**src/rtl/mod_mul_vec.sv**
```systemverilog
// mod_mul_vec: LANES-wide, three-stage (a*b [+ c]) mod Q pipeline using Barrett reduction.
// Define MOD_MUL_VEC_TAG_EN to add tag_i/tag_o, a side-band tag that travels with each beat.
module mod_mul_vec #(
    parameter int W     = 12,
    parameter int Q     = 3329,
    parameter int LANES = 4,
    parameter int TAG_W = 8
) (
    input  logic               clk,
    input  logic               rst,
    input  logic               valid_i,
    output logic               ready_o,
    input  logic               mode_i,
    input  logic [LANES*W-1:0] a_i,
    input  logic [LANES*W-1:0] b_i,
    input  logic [LANES*W-1:0] c_i,
`ifdef MOD_MUL_VEC_TAG_EN
    input  logic [TAG_W-1:0]   tag_i,
`endif
    output logic               valid_o,
    input  logic               ready_i,
    output logic [LANES*W-1:0] result_o
`ifdef MOD_MUL_VEC_TAG_EN
    ,
    output logic [TAG_W-1:0]   tag_o
`endif
);

    localparam int K  = 2 * W + 2;
    localparam int SW = 2 * W + 1;

    localparam logic [K:0]    TWO_K  = {1'b1, {K{1'b0}}};
    localparam logic [K:0]    Q_WIDE = (K + 1)'(Q);
    localparam logic [K-1:0]  M      = K'(TWO_K / Q_WIDE);
    localparam logic [SW-1:0] Q_SW   = SW'(Q);

    generate
        if (longint'(Q) >= (64'd1 << W) || Q < 2 || LANES < 1 || TAG_W < 1) begin : g_bad_params
            $error("mod_mul_vec: illegal parameter set");
        end
    endgenerate

    logic v1_reg, v2_reg, v3_reg;
    logic stall;
    logic advance;

    // A single stall freezes every stage at once, so bubbles keep their slots.
    assign stall   = v3_reg && !ready_i;
    assign advance = !stall;
    assign ready_o = advance;
    assign valid_o = v3_reg;

    always_ff @(posedge clk or negedge rst) begin
        if (!rst) begin
            v1_reg <= 1'b0;
            v2_reg <= 1'b0;
            v3_reg <= 1'b0;
        end else if (advance) begin
            v1_reg <= valid_i;
            v2_reg <= v1_reg;
            v3_reg <= v2_reg;
        end
    end

    generate
        for (genvar gi = 0; gi < LANES; gi++) begin : g_lane
            logic [W-1:0]    a_c, b_c, c_c;
            logic [2*W-1:0]  p_reg;
            logic [W-1:0]    c_reg;
            logic [SW-1:0]   s_reg, qhat_reg;
            logic [W-1:0]    r_reg;
            logic [SW-1:0]   s_c, qhat_c, r0_c, r1_c, r2_c;

            assign a_c = a_i[gi*W +: W];
            assign b_c = b_i[gi*W +: W];
            assign c_c = c_i[gi*W +: W];

            // qhat never exceeds s/Q, so r0 is non-negative and stays below 2Q;
            // the product qhat*Q may wrap in SW bits but the difference is exact.
            always_comb begin
                s_c    = SW'(p_reg) + SW'(c_reg);
                qhat_c = SW'(({{K{1'b0}}, s_c} * {{SW{1'b0}}, M}) >> K);
                r0_c   = s_reg - qhat_reg * Q_SW;
                r1_c   = (r0_c >= Q_SW) ? r0_c - Q_SW : r0_c;
                r2_c   = (r1_c >= Q_SW) ? r1_c - Q_SW : r1_c;
            end

            always_ff @(posedge clk or negedge rst) begin
                if (!rst) begin
                    p_reg    <= '0;
                    c_reg    <= '0;
                    s_reg    <= '0;
                    qhat_reg <= '0;
                    r_reg    <= '0;
                end else if (advance) begin
                    p_reg    <= {{W{1'b0}}, a_c} * {{W{1'b0}}, b_c};
                    c_reg    <= mode_i ? c_c : '0;
                    s_reg    <= s_c;
                    qhat_reg <= qhat_c;
                    r_reg    <= W'(r2_c);
                end
            end

            assign result_o[gi*W +: W] = r_reg;
        end
    endgenerate

`ifdef MOD_MUL_VEC_TAG_EN
    logic [TAG_W-1:0] t1_reg, t2_reg, t3_reg;

    always_ff @(posedge clk or negedge rst) begin
        if (!rst) begin
            t1_reg <= '0;
            t2_reg <= '0;
            t3_reg <= '0;
        end else if (advance) begin
            t1_reg <= tag_i;
            t2_reg <= t1_reg;
            t3_reg <= t2_reg;
        end
    end

    assign tag_o = t3_reg;
`endif

endmodule

```
**config.mk**
```make
export PLATFORM = sky130hd
export DESIGN_NAME = mod_mul_vec
export DESIGN_NICKNAME = d
export VERILOG_FILES = /design/src/rtl/mod_mul_vec.sv
export SDC_FILE = /design/constraint.sdc
export NUM_CORES = 2
export LEC_CHECK = 0
export BUFFER_PORTS_ARGS = -buffer_cell sky130_fd_sc_hd__buf_4
export CAP_MARGIN = 15
export CORE_AREA = 2 2 518 520
export CTS_CLUSTER_DIAMETER = 80
export DETAILED_ROUTE_END_ITERATION = 16
export DIE_AREA = 0 0 520 522
export PLACE_DENSITY = 0.42
export SYNTH_ARGS = -nofsm -noshare
export SYNTH_HDL_FRONTEND = slang
export SYNTH_SLANG_ARGS = --single-unit
```
**constraint.sdc**
```tcl
create_clock -name clk -period 11.4 [get_ports clk]
set_input_delay 0.57 -clock clk [delete_from_list [all_inputs] [get_ports clk]]
set_output_delay 0.57 -clock clk [all_outputs]
set_load 0.005 [all_outputs]
```
# Word-level counts from Yosys, hierarchy flattened
# Index checks and enable logic that the tools add are counted.
# word_totals
latchBits	0
n_memories	0
reg_bits	351
input_bits	149
mem_bits_rw	0
elab_cells	74
output_inout_bits	50
mem_bits_ro	0
# classes
n_bitwise	0
magnitude_cmp	8
n_eq_ne	0
shifts	0
mux	12
reduce_logical	3
add_sub_neg	16
mul	12
div	0
# ops
op	n
>= comparator 25 x 12 -> 1 bit, second input constant	8
multiplier 25 x 14 -> 39 bit, second input constant	4
adder 24 x 12 -> 25 bit	4
multiplier 14 x 12 -> 25 bit, second input constant	4
two-way mux 25 bit	4
subtractor 25 x 12 -> 25 bit, second input constant	4
subtractor 25 bit	4
multiplier 12 x 12 -> 24 bit	4
two-way mux 12 bit	8
subtractor 12 bit, second input constant	4
logical NOT 1 bit	2
logical AND 1 bit	1

# Logic depth before layout (Yosys ltp)
# logic_depth
word_depth	6
depth_mapped	43
mapped_depth_nobuf	43

# Worst setup path before layout
# Ideal clock, no wire load.
# synth_path
path_type	flip-flop to flip-flop
from	register g_lane[1].p_reg[0]
to	register g_lane[1].qhat_reg[12]
period_less_slack_ps	9277
n_path_buf	0
t_required_ps	11267
stages_incl_launch_ff	40
setup_ps	133
arrival_time_ps	9143
setup_slack_ps	2123
path_cell_list	dfrtp_1 > ha_1 > fa_1 > a21o_1 > a21oi_1 > o21bai_1 > a21oi_1 > o21bai_1 > a21oi_1 > o21bai_1 > a21oi_1 > o21bai_1 > a21oi_1 > nor2_1 > and3_1 > xnor2_1 > inv_1 > fa_1 > [... 4 more ...] > inv_1 > fa_1 > inv_1 > ha_1 > a21o_1 > a21oi_1 > nor2b_1 > o21ai_0 > o211ai_1 > or3_1 > a211oi_1 > nor3_1 > o31ai_1 > o21ai_0 > or4_1 > a31oi_1 > xor2_1 > o21ai_0
# synth_between
elab_chain_cells	2
# synth_lines
item	line_no	rtl
start, declared	68	logic [2*W-1:0] p_reg;
start signal, assigned	96	p_reg <= {{W{1'b0}}, a_c} * {{W{1'b0}}, b_c};
adder 24 x 12 -> 25 bit	81	s_c = SW'(p_reg) + SW'(c_reg);
net g_lane[1].s_c[16]	72	logic [SW-1:0] s_c, qhat_c, r0_c, r1_c, r2_c;
multiplier 25 x 14 -> 39 bit	82	qhat_c = SW'(({{K{1'b0}}, s_c} * {{SW{1'b0}}, M}) >> K);
end signal, assigned	99	qhat_reg <= qhat_c;
end, declared	70	logic [SW-1:0] s_reg, qhat_reg;
# The timed path passes the listed nets, and every way through them passes these cells.
# A chain may end at the register's enable or synchronous reset.

# Final worst setup path
# layout_path
from	register g_lane[0].p_reg[1]
to	register g_lane[0].qhat_reg[13]
# layout_between
elab_chain_cells	2
# layout_lines
item	line_no
start, declared	68
start signal, assigned	96
adder 24 x 12 -> 25 bit	81
net g_lane[0].s_c[21]	72
multiplier 25 x 14 -> 39 bit	82
end signal, assigned	99
end, declared	70
# The timed path passes the listed nets, and every way through them passes these cells.

==> metrics <==
number of fillers in the final layout 28100; Arrival @ worst endpoint 11.00 ns; Final Cycle Share 92.1%; DR vias/cell 4.66; chip width 520 µm; top_reg_cell synth dfrtp_1; placed cell count 12100; Total Routing Usage GR 15.5%; clk slew on worst S/H paths 0.06 ns; RSZ-0062 raised after global routing false; WL/cell 17.0 µm; Crit. Startpoint g_lane[0].p_reg[1]$_DFFE_PN0N_; Synth Cell Area 76800 µm²; Core ar. 266000 µm²; Crit. End Element flip-flop; fin cells 12200; num rows 190; layout cells sized above 1 5.15%; outcome complete, but fails checks; vias in the first global route 61000; largest net degree at the start of global routing 187; HPWL Detailed 178000 µm; CTS root buffer clkbuf_16; Die Y 522 µm; EDFF count, synth 0; flops & latches, synth 351; io pins 199; nets 11200; Syn Nets 11100; clock buffer depth 3; max reg flops 100; count of different cell masters after synthesis 103; Setup violations, final 0; worst relative slew slack 26.0%; Fin Hold WS 0.101 ns; min-delay worst type primary input to flip-flop; crit path max fanout 6; number of H-tree levels 2; R2R depth 40; GP Congestion 0.847; final-report hold violation count 0; RR Startpoint g_lane[0].p_reg[1]$_DFFE_PN0N_; Routed Antenna Nets 0; multi-input logic area 60300 µm²; Critical Path Sink g_lane[0].qhat_reg[13]$_DFFE_PN0N_; Max Slew Vio Count 0; CP most frequent cell a21oi_1; Area Growth Syn to Fin 9.64%; clock sink count 351; Synth Instances 8561; CTS tree yes; MaxCap Viol Count 0; global-route wire length before repair 339000 µm; initial antenna violation count 30; grt total ovfl 0; reg-to-reg endpoint g_lane[0].qhat_reg[13]$_DFFE_PN0N_; PortBufs 198; post-synthesis sequential area ratio 11.4%; final wirelength 208000 µm; failing checks DRC; Num CTS Buffers 56; CP Class flip-flop to flip-flop; f_max 95.3 MHz; Detailed Routing Iterations Pass 1 13; Setup crit start kind flip-flop; die area 271000 µm²; Worst-Margin Slew 1.10 ns; count of warnings emitted by yosys 0; Remaining DRCs 22; CP peak stage delay 0.63 ns; detailed-route via count 57000; Skew-Pair Late Insertion Delay 0.70 ns; setup TNS 0 ns; Iter 0 DRT Violations 2331; Sequential Area 8780 µm²; Reg2Reg Setup Slack 0.90 ns; required time of the critical path 11.90 ns; ys async rst share 100%; Starting Density 28.8%; Tmin final 10.50 ns; slowest CP cell fa_1; clock skew 0.0354 ns; syn_area_per_cell 8.97 µm²
synth_stat cells (43+ instances only):
cell,number,area share (%)
a211oi_1,49,0.48
a21o_1,115,1.1
a21oi_1,377,2.5
and2_1,226,1.8
and3_1,62,0.51
clkbuf_1,210,1.0
dfrtp_1,351,11
fa_1,1152,30
ha_1,1216,20
inv_1,1803,8.8
nand2_1,893,4.4
nand3_1,160,1.0
nand4_1,43,0.35
nor2_1,345,1.7
nor3_1,127,0.83
o21a_1,56,0.55
o21ai_0,254,1.7
o31ai_1,61,0.60
or3_1,56,0.46
xnor2_1,206,2.3
xor2_1,113,1.3
layout make-up:
cell class,instances,share of cell area [%]
Sequential cell,351,10.4
Tap cell,3552,5.28
Inverter,1804,8.05
Multi-Input combinational cell,6166,71.7
Clock inverter,31,0.398
Timing Repair Buffer,256,2.34
Antenna cell,13,0.0386
Clock buffer,70,1.81
worst min path at each step:
stage / cells after the start / to / start / slack (ns)
2_1_floorplan: 0 / g_lane[0].c_reg[0]$_DFFE_PN0N_ / rst / 0.27
3_3_place_gp: 2 / v2_reg$_DFFE_PN0N_ / v2_reg$_DFFE_PN0N_ / 0.45
3_5_place_dp: 2 / v2_reg$_DFFE_PN0N_ / v2_reg$_DFFE_PN0N_ / 0.46
4_1_cts: 3 / g_lane[3].c_reg[7]$_DFFE_PN0N_ / c_i[43] / 0.02
5_1_grt: 3 / g_lane[3].c_reg[7]$_DFFE_PN0N_ / c_i[43] / 0.06
6_report: 3 / g_lane[3].c_reg[7]$_DFFE_PN0N_ / c_i[43] / 0.10
placed cells by master, fill, tap and decap left out, types with 18 or more instances in the layout:
cell and instances:
inv_1 1803, ha_1 1216, fa_1 1152, nand2_1 893, a21oi_1 377, dfrtp_1 351, nor2_1 345, o21ai_0 254
buf_4 250, and2_1 226, xnor2_1 203, nand3_1 160, nor3_1 127, a21o_1 115, xor2_1 112, and3_1 62
o31ai_1 61, clkbuf_16 57, o21a_1 56, or3_1 56, a211oi_1 49, nand4_1 43, o21bai_1 40, o211ai_1 38
nand2b_1 35, a31oi_1 35, a21boi_0 30, nor2b_1 27, mux2_2 25, or2_2 24, o211a_1 24, nor4_1 24
a211o_1 21, nor3b_1 19, and4_1 18
metrics by stage:
| step | instance area (µm²) | util (%) | setup WS (ns) |
|---|---|---|---|
| 3_5_place_dp | 82300 | 30.9 | 0.844 |
| 5_1_grt | 84200 | 31.6 | 0.0105 |
| 4_1_cts | 84200 | 31.6 | 0.803 |
| 2_1_floorplan | 76800 | - | 2.12 |
| 3_3_place_gp | 82300 | 30.9 | 0.904 |
| 6_report | 84200 | 31.6 | 0.901 |
per-layer routing:
metal	wire, µm	global-route usage, %	vias up
met2	103000	27.3	653
met1	97100	20.8	28400
met4	2840	2.91	2
met5	12	0	-
met3	5170	1.46	146
li1	-	-	27800
worst max-delay path: cells and delay by family, from the launching register on:
| family | cells | cell delay [ns] |
|---|---|---|
| AO/OA/AOI/OAI | 21 | 4.64 |
| adder cells (fa/ha/maj) | 8 | 3.66 |
| XOR/XNOR | 2 | 0.75 |
| buffers and inverters | 7 | 0.66 |
| flip-flops | 1 | 0.39 |
| AND/OR/NAND/NOR | 2 | 0.23 |
kinds of logic (layout without fill, tap and decap cells):
| logic type | after synthesis | count (layout) | share of synthesized area (%) |
|---|---|---|---|
| mux | 42 | 42 | 0.588 |
| flops | 351 | 351 | 11.4 |
| buf+inv | 2044 | 2161 | 10.1 |
| compound gates | 1288 | 1288 | 11.0 |
| fa+ha+maj | 2369 | 2369 | 49.9 |
| other cells | 0 | 13 | 0 |
| simple gates | 2148 | 2148 | 13.4 |
| xor+xnor | 319 | 319 | 3.64 |
timing repair:
item,in CTS,in global routing
setup buffers,0,0
hold endpoints to repair,71,0
hold buffers,2,0
gates resized for setup,0,2
endpoints found under the setup margin,0,1
Power is not shown: default switching activity piles up to over one toggle a cycle in this logic, so the estimate is an artifact.
